## src/rtl/decoder_scan_ctrl.sv

```systemverilog
// decoder_scan_ctrl: round-robin driver for a 2-to-4 decoder.
// Walks the enabled channels of a latched mask in ascending order and holds
// each channel for DWELL+1 cycles. It runs continuously, or for a single
// rotation when ONESHOT was set at start. All outputs are registered.
// The FSM state is observable on BUSY, which is high exactly in SCAN.
module decoder_scan_ctrl #(
   parameter int DWELL_W = 8
) (
   input  logic               CLK,
   input  logic               RST,
   input  logic               START,
   input  logic               STOP,
   input  logic               ONESHOT,
   input  logic [3:0]         MASK,
   input  logic [DWELL_W-1:0] DWELL,
   output logic               EN,
   output logic               A1,
   output logic               A0,
   output logic               BUSY,
   output logic               WRAP,
   output logic               DONE
);

   typedef enum logic {
      ST_IDLE = 1'b0,
      ST_SCAN = 1'b1
   } state_t;

   state_t             state;
   logic [DWELL_W-1:0] cnt;
   logic [1:0]         idx;
   logic [3:0]         mask_q;
   logic [DWELL_W-1:0] dwell_q;
   logic               oneshot_q;

   logic [1:0]         nxt_idx;
   logic [1:0]         cand;
   logic               wrap_evt;
   logic [1:0]         first_idx;
   logic               start_ok;

   // Next enabled channel above idx, wrapping 3->0. The search includes idx
   // itself as the last candidate, so a single-channel mask returns idx.
   always_comb begin
      nxt_idx = idx;
      cand    = idx;
      for (int k = 4; k >= 1; k--) begin
         cand = idx + 2'(k);
         if (mask_q[cand]) nxt_idx = cand;
      end
      wrap_evt = (nxt_idx <= idx);
   end

   // Lowest set bit of the incoming mask selects the first channel at start.
   always_comb begin
      first_idx = 2'd0;
      for (int k = 3; k >= 0; k--) begin
         if (MASK[k]) first_idx = 2'(k);
      end
      start_ok = START && !STOP && (MASK != 4'd0);
   end

   // Scan FSM with dwell counter; outputs are registered alongside the state.
   always_ff @(posedge CLK) begin
      if (RST) begin
         state     <= ST_IDLE;
         cnt       <= '0;
         idx       <= 2'd0;
         mask_q    <= 4'd0;
         dwell_q   <= '0;
         oneshot_q <= 1'b0;
         EN        <= 1'b0;
         A1        <= 1'b0;
         A0        <= 1'b0;
         BUSY      <= 1'b0;
         WRAP      <= 1'b0;
         DONE      <= 1'b0;
      end else begin
         WRAP <= 1'b0;
         DONE <= 1'b0;
         case (state)
            ST_IDLE: begin
               EN   <= 1'b0;
               A1   <= 1'b0;
               A0   <= 1'b0;
               BUSY <= 1'b0;
               if (start_ok) begin
                  mask_q    <= MASK;
                  dwell_q   <= DWELL;
                  oneshot_q <= ONESHOT;
                  idx       <= first_idx;
                  cnt       <= DWELL;
                  state     <= ST_SCAN;
                  EN        <= 1'b1;
                  {A1, A0}  <= first_idx;
                  BUSY      <= 1'b1;
               end
            end
            ST_SCAN: begin
               if (STOP) begin
                  // Abort: no WRAP/DONE on a forced stop.
                  state <= ST_IDLE;
                  EN    <= 1'b0;
                  A1    <= 1'b0;
                  A0    <= 1'b0;
                  BUSY  <= 1'b0;
               end else if (cnt == '0) begin
                  if (wrap_evt && oneshot_q) begin
                     state <= ST_IDLE;
                     EN    <= 1'b0;
                     A1    <= 1'b0;
                     A0    <= 1'b0;
                     BUSY  <= 1'b0;
                     WRAP  <= 1'b1;
                     DONE  <= 1'b1;
                  end else begin
                     idx      <= nxt_idx;
                     {A1, A0} <= nxt_idx;
                     cnt      <= dwell_q;
                     WRAP     <= wrap_evt;
                  end
               end else begin
                  cnt <= cnt - {{(DWELL_W-1){1'b0}}, 1'b1};
               end
            end
            default: begin
               state <= ST_IDLE;
            end
         endcase
      end
   end

endmodule
```

## config.mk

```make
export PLATFORM = sky130hd
export DESIGN_NAME = decoder_scan_ctrl
export DESIGN_NICKNAME = d
export VERILOG_FILES = /design/src/rtl/decoder_scan_ctrl.sv
export SDC_FILE = /design/constraint.sdc
export NUM_CORES = 1
export LEC_CHECK = 0
export CAP_MARGIN = 20
export CORE_MARGIN = 3
export CORE_UTILIZATION = 45
export CTS_CLUSTER_DIAMETER = 200
export DETAILED_ROUTE_END_ITERATION = 7
export GPL_ROUTABILITY_DRIVEN = 0
export PLACE_DENSITY = 0.68
export SYNTH_ARGS = -nofsm -noshare
export SYNTH_HDL_FRONTEND = slang
export SYNTH_SLANG_ARGS = --single-unit
export TNS_END_PERCENT = 30
```

## constraint.sdc

```tcl
create_clock -name CLK -period 4.7 [get_ports CLK]
set_input_delay 0.47 -clock CLK [delete_from_list [all_inputs] [get_ports CLK]]
set_output_delay 0.47 -clock CLK [all_outputs]
set_load 0.01 [all_outputs]
```

# Yosys cells after proc, flatten, opt, wreduce, memory -nomap -nowiden
# Cells that the tools add are included.
op_classes:
  order_cmp: 4
  n_reduce_logical: 11
  mux: 44
  bitwise_logic: 2
  n_addsub: 4
  eq_ne: 7
op_table:
  columns: ["op", "n"]
  rows:
  - ["8-bit 2-to-1 mux", 4]
  - ["2-bit 2-to-1 mux", 11]
  - ["1-bit 2-to-1 mux", 20]
  - ["8-bit one-hot mux with 2 select lines", 1]
  - ["2-bit by 3-bit less-than comparator with 1-bit output, second input constant", 3]
  - ["8-bit logical NOT", 1]
  - ["1-bit one-hot mux with 2 select lines", 4]
  - ["8-bit by 1-bit subtractor with 8-bit output, second input constant", 1]
  - ["1-bit binary-select mux with 2-bit select", 3]
  - ["2-bit inequality test, second input constant", 3]
  - ["3-bit by 2-bit inequality test with 1-bit output, second input constant", 2]
  - ["2-bit adder, second input constant", 2]
  - ["2-bit one-hot mux with 2 select lines", 1]
  - ["2-bit AND reduction", 2]
  - ["4-bit AND reduction", 1]
  - ["4-bit nonzero test", 1]
  - ["4-bit OR reduction", 1]
  - ["1-bit logical AND", 3]
  - ["3-bit inequality test, second input constant", 1]
  - ["3-bit AND reduction", 1]
  - ["2-bit by 1-bit adder with 2-bit output, second input constant", 1]
  - ["2-bit <= comparator", 1]
  - ["2-bit by 1-bit inequality test with 1-bit output, second input constant", 1]
  - ["1-bit NOT", 2]
  - ["1-bit logical NOT", 1]
word_totals:
  input_bits: 17
  output_inout_bits: 6
  ff_bits: 29
  wordCells: 83

# Depth between registers and ports, before layout
# Gate-level depths: netlist of the first run.
logic_depth:
  word_depth: 12
  mapped_depth: 10
  depth_no_buf: 9

# Worst setup path before layout of the first run
# OpenSTA, ideal clock, no wires.
synth_path:
  path_type: "register to register"
  from: "register idx[1]"
  to: "register cnt[5]"
  required_ps: 4580
  period_less_slack_ps: 2388
  slack_ps: 2312
  stages_incl_launch_ff: 11
  n_path_buf: 1
  setup_time_ps: 120
  arrival_ps: 2269
  cell_sequence: "dfxtp_1 -> clkbuf_1 -> mux2i_1 -> nor2_1 -> a221oi_1 -> ha_1 -> and3_1 -> a21o_1 -> a21oi_1 -> nor2_4 -> o31a_1"
synth_via:
  elab_chain_len: 10
  word_cells_on_any_way: 16
  cone_classes: "3 x add/sub; 1 x order compare; 1 x eq/ne; 9 x mux; 2 x reduce/logical"
synth_rtl:
  columns: ["element", "line", "rtl"]
  rows:
  - ["start, declared", "31", "logic [1:0] idx;"]
  - ["start signal, assigned", "91", "idx <= first_idx;"]
  - ["start signal, assigned", "117", "idx <= nxt_idx;"]
  - ["2-bit adder", "48", "cand = idx + 2'(k);"]
  - ["1-bit binary-select mux with 2-bit select", "49", "if (mask_q[cand]) nxt_idx = cand;"]
  - ["1-bit 2-to-1 mux (implied by the code)", "49", null]
  - ["2-bit 2-to-1 mux (3 in series)", "49", null]
  - ["2-bit <= comparator (*)", "51", "wrap_evt = (nxt_idx <= idx);"]
  - ["1-bit logical AND (*)", "108", "if (wrap_evt && oneshot_q) begin"]
  - ["3-bit inequality test (no source line) (*)", null, null]
  - ["3-bit AND reduction (no source line) (*)", null, null]
  - ["end signal, assigned", "119", "cnt <= dwell_q;"]
  - ["end signal, assigned", "123", "cnt <= cnt - {{(DWELL_W-1){1'b0}}, 1'b1};"]
  - ["end, declared", "30", "logic [DWELL_W-1:0] cnt;"]
# Every way passes the cells marked *; elsewhere a longest branch is shown, timed or not. The select of a mux whose other input is x is not followed.
# A chain may end at the register's enable or synchronous reset.

# Worst setup path in the final report of the first run
# Same ends and word-level chain as after synthesis.

==> metrics.csv, run 1 <==
metric,value,unit
Ant. Diodes,0,
Tmin final,2.568,ns
synthesized cell area,0.001647,mm2
FF-to-FF End,cnt[5],
"Arr. time, crit path",2.73,ns
Setup Buffers After CTS,0,
hold buffers post-CTS,0,
Worst EP required,4.87,ns
Power Total,0.6430,mW
Post-Syn Instances,208,
"Async S/R FF share, synth",0,%
Worst path slowest cell,dfxtp_1,
I/O pins,23,
outcome,"finished, final reports clean",
final hold vios,0,
worst hold path cell count,2,
Worst Hold Class,flop to flop,
total number of vias,1553,
critical path type,flop to flop,
synth warn,0,
Final Slew Violations,0,
"worst slack, placed",1.941,ns
Num CTS Buffers,5,
RSZ-0062 raised after global routing,false,
num rows,21,
"Cell Chain, Critical Path",mux2i_1 > nor2_1 > a221oi_1 > ha_1 > and3_1 > a21o_1 > a21oi_1 > nor2_4 > o31a_1,
final wirelength,4000,um
register area share after synthesis,35.26,%
final worst setup slack,2.132,ns
Layout area overhead,19.45,%
"Net Count, Synth",229,
Post-DP HPWL,2826,um
Fin Clk Skew,0.005294,ns
CP max FO,8,
ys flop type,dfxtp_1,
max cap viols,0,
CTS resizes,0,
Pleak,0.7224,nW
first-pass GRT wire length,6803,um
critical path capture point type,flop,
I/O Buffers,22,
Total GRT Usage,20.51,%
core area,0.003442,mm2
Worst Tran Pin Value,0.8879,ns
full die area,0.004421,mm2
clk root buf,clkbuf_8,
Crit path largest cell delay,0.48,ns
Rel. slew slack,40.72,%
initial antenna violation count,0,
fin crit share,54.64,%
crit start category,flop,
Min Hold Slack,0.4554,ns
vias in the first global route,1502,
Placed Instances,265,
ANT nets after route,0,
DR iter-0 viols,119,
Max Root-Sink Buffers,2,
H-tree depth,2,
HP Start,dwell_q[1],
DRT Pass-1 Iters,4,
Die H,66.49,um
count of cell types in the netlist,49,
register bit total from synthesis,29,
Hold EP,dwell_q[1],
fmax,0.3894,GHz
largest net degree at the start of global routing,29,
worst r2r src,idx[1],
CTS Sinks,29,
number of synthesized flops with an enable pin,0,
chip width,66.49,um
DR vias/cell,5.689,
worst vdd ir,0.1890,mV
Final Setup Violations,0,
Final TNS setup,0,ns
Skew-Pair Late Insertion Delay,0.28,ns
CTS tree,yes,
Synth Area per Inst,7.916,um2
nets@finish,248,
drt drc,0,
fraction of layout cells with a size suffix above 1,7.930,%
r2r setup slk,2.13,ns
routed length per instance,14.65,um
GRT overflow,0,
Starting Density,47.84,%
"CTS clk-pin slew, worst paths",0.06,ns
Power per Cell Area,326.9,mW/mm2
Reg2Reg Depth,9,
fin cells,273,
## critical path, delay by kind of cell, from the launching register on
| kind | cells | cell delay, ns |
|---|---|---|
| compound gates | 4 | 1.06 |
| flops | 1 | 0.48 |
| mux | 1 | 0.23 |
| simple gates | 3 | 0.36 |
| fa+ha+maj | 1 | 0.32 |
## Yosys cell counts (2+ instances only)
library cell / n / share of area (%)
nand2_1: 35 / 8.0
dfxtp_1: 29 / 35
a21oi_1: 26 / 7.9
nor2_1: 13 / 3.0
inv_1: 9 / 2.1
o21ai_0: 8 / 2.4
nor2b_1: 7 / 2.7
a221oi_1: 6 / 3.2
clkbuf_1: 6 / 1.4
ha_1: 4 / 3.0
mux2i_1: 4 / 2.4
nand2b_1: 4 / 1.5
nand3_1: 4 / 1.2
a211oi_1: 3 / 1.4
a31oi_1: 3 / 1.1
and2_1: 3 / 1.1
nor3_1: 3 / 0.91
xnor2_1: 3 / 1.6
and3_1: 2 / 0.76
buf_2: 2 / 0.61
buf_6: 2 / 1.4
nor4_1: 2 / 0.76
o21bai_1: 2 / 0.91
o31ai_1: 2 / 0.91
or3_1: 2 / 0.76
## where the power goes
part	internal, mW	total [mW]	switching, mW
logic	0.0724	0.160	0.0878
clock network	0.116	0.203	0.0868
registers	0.261	0.280	0.0195
## layout make-up
type / count / area, um2
fillers: 339 / 1475
multi-input cells: 158 / 965.9
flip-flops and latches: 29 / 580.6
repair buffers: 24 / 242.7
clock buffers: 7 / 86.33
well taps: 46 / 57.56
inverters: 9 / 33.78
## state kept, by name (all words and copies together) (netlist names)
signal / cells
DONE: 1
BUSY: 1
mask_q: 4
WRAP: 1
A1: 1
cnt: 8
A0: 1
idx: 2
dwell_q: 8
state: 1
oneshot_q: 1
## layer usage
metal / wire length [um] / vias up / GRT usage, % / part of all wire [%]
li1: - / 769 / - / -
met1: 1904 / 739 / 26.27 / 48
met2: 1820 / 37 / 30.86 / 46
met3: 205 / 8 / 6.577 / 5.1
met4: 69 / 0 / 9.898 / 1.7
met5: 0 / - / 0 / 0
## worst max path at each step
stage               slack, ns     from     end  depth (start not counted)
global placement         2.07  MASK[0]  idx[0]                          6
detailed placement       1.94  MASK[0]  idx[0]                          6
floorplan                2.31   idx[1]  cnt[5]                         10
CTS                      2.12   idx[1]  cnt[6]                          9
global route             1.98  MASK[0]  idx[0]                          6
finish                   2.13   idx[1]  cnt[5]                          9
## per-stage QoR
| step | util, % | area [um2] |
|---|---|---|
| 2_1_floorplan | - | 1647 |
| 3_3_place_gp | 54.20 | 1866 |
| 3_5_place_dp | 54.20 | 1866 |
| 4_1_cts | 56.71 | 1952 |
| 5_1_grt | 57.14 | 1967 |
| 6_report | 57.14 | 1967 |
## cells in the final DEF (no fill, tap or decap), types with 2 or more instances in the layout
cell type        synthesis  layout
nand2_1                 35      35
and2_1                   3       3
a31oi_1                  3       3
nor2b_1                  7       7
xnor2_1                  3       3
nor3_1                   3       3
inv_1                    9       9
o31ai_1                  2       2
a211oi_1                 3       3
a221oi_1                 6       6
mux2i_1                  4       4
clkbuf_8                 0       6
nor4_1                   2       2
o21bai_1                 2       2
and3_1                   2       2
nand2b_1                 4       4
dfxtp_1                 29      29
o21ai_0                  8       8
ha_1                     4       4
clkdlybuf4s50_1          0      22
or3_1                    2       2
nand3_1                  4       4
a21oi_1                 26      26
nor2_1                  13      13
## logic make-up (layout without fill, tap and decap cells)
group / Yosys count / in the layout / share of synthesized area (%)
mux: 5 / 5 / 3.116
xor+xnor: 3 / 3 / 1.596
flops: 29 / 29 / 35.26
compound gates: 62 / 62 / 24.62
simple gates: 84 / 84 / 26.29
fa+ha+maj: 4 / 4 / 3.040
buf+inv: 21 / 40 / 6.079
Note: power is estimated with default switching activity, not from simulation.
==> inputs of run 2 (changes only) <==
==> constraint.sdc (replaced) <==
create_clock -name CLK -period 2.4 [get_ports CLK]
set_input_delay 0.24 -clock CLK [delete_from_list [all_inputs] [get_ports CLK]]
set_output_delay 0.24 -clock CLK [all_outputs]
set_load 0.01 [all_outputs]
==> metrics.csv, run 2 (synthesis results as in run 1) <==
metric,value,unit
outcome,"finished, final reports clean",
max cap viols,0,
fin crit share,97.24,%
design area,0.002074,mm2
Comb pwr share,25.1,%
CP max FO,8,
full die area,0.004421,mm2
fmax,0.4285,GHz
Final TNS setup,0,ns
DR iter-0 viols,141,
drt drc,0,
Worst Tran Pin Value,0.7680,ns
"Most Used Layer, Global Route",met2,
Setup Buffers After CTS,0,
GRT overflow,0,
"CTS clk-pin slew, worst paths",0.06,ns
Final Slew Violations,0,
Layout area overhead,25.99,%
part of the power in the clock network,36.6,%
final core utilization,60.27,%
Internal Power,1.008,mW
RSZ-0062 raised after global routing,false,
clk root buf,clkbuf_8,
Total GRT Usage,21.37,%
Max Root-Sink Buffers,2,
Die H,66.49,um
Starting Density,47.84,%
Worst EP required,2.62,ns
Rel. slew slack,48.52,%
num rows,21,
H-tree depth,2,
DRT Pass-1 Iters,4,
Placed Instances,274,
met1 Usage GRT,26.08,%
core area,0.003442,mm2
Worst Hold Class,flop to flop,
CTS Sinks,29,
most frequent cells in the layout,"nand2_1 (35), dfxtp_1 (28), a21oi_1 (24), clkdlybuf4s50_1 (22), nor2_1 (13)",
Sw Share,29.01,%
CTS tree,yes,
largest net degree at the start of global routing,23,
Fin Clk Skew,0.007269,ns
worst r2r src,idx[1],
Final Setup Violations,0,
met2 Use GR,35.44,%
HP Start,dwell_q[1],
Pleak,0.7776,nW
Power per Cell Area,684.8,mW/mm2
Num CTS Buffers,5,
critical path capture point type,flop,
worst setup path startpoint,idx[1],
DR vias/cell,5.691,
grt met3 use,5.228,%
ANT nets after route,0,
Ant. Diodes,0,
final wirelength,4305,um
nets@finish,256,
switching component of the power,0.4122,mW
vias in the first global route,1581,
I/O Buffers,22,
crit start category,flop,
I/O pins,23,
"Arr. time, crit path",2.56,ns
chip width,66.49,um
fin cells,282,
critical path type,flop to flop,
Skew-Pair Late Insertion Delay,0.28,ns
Min Hold Slack,0.4657,ns
Filler Cells Inserted,314,
Post-DP HPWL,3181,um
worst vdd ir,0.3904,mV
largest registers,"cnt (8), dwell_q (8), mask_q (4)",
final hold vios,0,
hold buffers post-CTS,0,
fraction of layout cells with a size suffix above 1,13.14,%
Tmin final,2.334,ns
"commonest non-fill, non-tap cell in the layout",nand2_1,
initial antenna violation count,0,
total number of vias,1605,
first-pass GRT wire length,7162,um
Placed Area,0.001933,mm2
routed length per instance,15.27,um
Flop pwr share,38.2,%
run 2: changes by cell type in the layout (fill, tap and decap cells not counted):
cell and delta:
a221oi_1 -1, a21oi_1 -2, o21ai_1 +1, buf_8 -1
dfxtp_4 +1, a21oi_2 +1, o21ai_0 -1, a21oi_4 +1
a221oi_2 +1, bufinv_16 +1, dfxtp_1 -1, buf_4 +9
run 2: critical path, cell delays in order, from the launching register on:
cell	delay, ns
dfxtp_4	0.38
mux2i_1	0.19
nor2_1	0.07
a221oi_2	0.22
ha_1	0.30
and3_1	0.22
a21oi_2	0.21
o21ai_4	0.13
a221oi_1	0.39
a31o_1	0.15
run 2: repair_timing:
| item | CTS | global route |
|---|---|---|
| setup endpoints to repair | 7 | 4 |
| pin swaps | 0 | 1 |
| resized for setup | 4 | 3 |
run 2: layout make-up:
type,instances,area [um2],area share [%]
multi-input combinational,158,987.2,47.59
timing repair buffer,32,295.3,14.23
clock buffer,7,86.33,4.162
sequential,29,584.3,28.17
tap,46,57.56,2.774
clock inverter,1,30.03,1.448
inverter,9,33.78,1.628
run 2: per-layer routing:
| metal | up-vias | part of all wire, % | routed length, um |
|---|---|---|---|
| li1 | 790 | - | - |
| met1 | 742 | 42 | 1826 |
| met2 | 63 | 49 | 2100 |
| met3 | 10 | 7.0 | 302 |
| met4 | 0 | 1.8 | 76 |
| met5 | - | 0 | 0 |
run 2: worst paths after layout:
check             slack, ns          to  depth (start not counted)
setup / recovery       0.07      cnt[0]                          9
hold / removal         0.47  dwell_q[1]                          2
setup reg to reg       0.07      cnt[0]                          9
hold reg to reg        0.47  dwell_q[1]                          2
run 2: power groups by stage:
| stage | clock [mW] | sequential [mW] | combinational, mW |
|---|---|---|---|
| CTS | 0.529 | 0.542 | 0.349 |
| global route | 0.550 | 0.546 | 0.391 |
| detailed placement | 0 | 0.552 | 0.342 |
| finish | 0.521 | 0.543 | 0.357 |
| floorplan | 0 | 0.540 | 0.245 |
| global placement | 0 | 0.549 | 0.331 |
run 2: per-stage QoR:
stage | setup slack [ns] | total power [mW]
floorplan | 0.01159 | 0.7853
finish | 0.06619 | 1.421
detailed placement | -0.1171 | 0.8940
global route | 0.005521 | 1.487
global placement | 0.01713 | 0.8799
CTS | 0.09771 | 1.420
==> inputs of run 3 (changes only) <==
--- a/config.mk
+++ b/config.mk
@@ -6,7 +6,7 @@
 export NUM_CORES = 1
 export LEC_CHECK = 0
 export CAP_MARGIN = 20
-export CORE_MARGIN = 3
+export CORE_MARGIN = 8
 export CORE_UTILIZATION = 45
 export CTS_CLUSTER_DIAMETER = 200
 export DETAILED_ROUTE_END_ITERATION = 7
==> metrics.csv, run 3 (synthesis results as in run 1) <==
metric,value,unit
Power per Cell Area,579.0,mW/mm2
full die area,0.005851,mm2
ANT nets after route,0,
final worst setup slack,0.1311,ns
final wirelength,4153,um
Hold EP,dwell_q[1],
Tmin final,2.269,ns
total number of vias,1554,
final hold vios,0,
Ant. Diodes,0,
Final Slew Violations,0,
"CTS clk-pin slew, worst paths",0.10,ns
Pleak,0.7745,nW
first-pass GRT wire length,7017,um
Final Setup Violations,0,
DRT Pass-1 Iters,4,
CP bufs+invs,2,
initial antenna violation count,0,
Fin Clk Skew,0.01180,ns
Worst path slowest cell,dfxtp_1,
CTS tree,yes,
final core utilization,57.62,%
Min Hold Slack,0.4515,ns
Starting Density,46.01,%
Rel. slew slack,34.84,%
largest registers,"cnt (8), dwell_q (8), mask_q (4)",
Total GRT Usage,14.80,%
"Cell Chain, Critical Path",inv_1 > o21ai_0 > a221oi_2 > ha_1 > and3_1 > a21oi_2 > o21ai_4 > buf_4 > nand2_2 > a221oi_1,
Max Root-Sink Buffers,2,
Skew-Pair Late Insertion Delay,0.33,ns
GRT overflow,0,
Placed Area,0.001981,mm2
Crit path largest cell delay,0.43,ns
fmax,0.4407,GHz
HP Start,dwell_q[1],
nets@finish,262,
critical path capture point type,flop,
design area,0.002062,mm2
vias in the first global route,1503,
Num CTS Buffers,5,
worst vdd ir,0.3002,mV
clk root buf,clkbuf_4,
fraction of layout cells with a size suffix above 1,15.70,%
Worst EP required,2.64,ns
Filler Cells Inserted,348,
num rows,22,
drt drc,0,
r2r setup slk,0.13,ns
critical path type,flop to flop,
DR iter-0 viols,174,
routed length per instance,14.32,um
"worst slack, placed",0.004126,ns
hold buffers post-CTS,0,
"commonest non-fill, non-tap cell in the layout",nand2_1,
Reg2Reg Depth,10,
I/O pins,23,
"Arr. time, crit path",2.51,ns
Worst Tran Pin Value,0.9721,ns
Reg area,584.3,um2
Worst Hold Class,flop to flop,
Die H,76.49,um
chip width,76.49,um
crit start category,flop,
max cap viols,0,
outcome,"finished, final reports clean",
CTS Sinks,29,
Top delay family on crit path,compound AO/OA/AOI/OAI gates,
core area,0.003578,mm2
Multi-input gate area,994.7,um2
fin crit share,94.54,%
largest net degree at the start of global routing,23,
Power Total,1.194,mW
RSZ-0062 raised after global routing,true,
most frequent cells in the layout,"nand2_1 (35), dfxtp_1 (28), a21oi_1 (23), clkdlybuf4s50_1 (22), buf_4 (16)",
CP max FO,5,
worst r2r src,idx[0],
H-tree depth,2,
FF-to-FF End,cnt[1],
worst hold path cell count,2,
Layout area overhead,25.23,%
I/O Buffers,22,
Post-DP HPWL,3016,um
DR vias/cell,5.359,
## run 3: cell types whose count changed in the layout (fill, tap and decap cells not counted), sizes merged
cell    delta
clkbuf     +1
buf        +6
bufinv     -1
## run 3: cell type report
| class | count | share of cell area, % |
|---|---|---|
| Multi-Input combinational cell | 158 | 48.24 |
| Sequential cell | 29 | 28.34 |
| Timing Repair Buffer | 38 | 16.50 |
| Tap cell | 48 | 2.913 |
| Clock buffer | 8 | 2.367 |
| Inverter | 9 | 1.638 |
## run 3: power breakdown
| group | total (mW) | switching [mW] | internal [mW] |
|---|---|---|---|
| Sequential | 0.539 | 0.0299 | 0.509 |
| Clock | 0.291 | 0.175 | 0.117 |
| Combinational | 0.363 | 0.193 | 0.171 |
## run 3: repair_timing
item | 4_1_cts | 5_1_grt
gates resized for setup | 1 | 7
pin swaps | 0 | 3
endpoints found under the setup margin | 1 | 11
setup buffers | 0 | 0
endpoints found under the hold margin | 0 | 0
## run 3: worst reg2reg max path: cells and delay by family, from the launching register on
kind,cells,cell delay [ns]
adder cells (fa/ha/maj),1,0.30
AND/OR/NAND/NOR,2,0.30
flip-flops,1,0.43
buffers and inverters,2,0.26
AO/OA/AOI/OAI,5,0.87
## run 3: metal layers
layer,wire length (um),share of wire [%],GRT usage (%)
met1,2098,51,19.60
met2,1776,43,21.08
met3,200,4.8,4.245
met4,76,1.8,7.500
met5,0,0,0
## run 3: how the worst max path moves through the flow
stage,startpoint,to,slack [ns],cells after the start
2_1_floorplan,idx[1],cnt[5],0.01,10
6_report,idx[0],cnt[1],0.13,10
5_1_grt,idx[1],cnt[2],-0.02,11
3_3_place_gp,idx[1],cnt[5],0.05,9
4_1_cts,idx[1],cnt[4],0.05,9
3_5_place_dp,idx[1],cnt[5],0.004,9
## run 3: through the flow
stage,setup TNS (ns),cells
2_1_floorplan,0,208
3_3_place_gp,0,282
3_5_place_dp,0,282
4_1_cts,0,290
5_1_grt,-0.04291,290
6_report,0,290
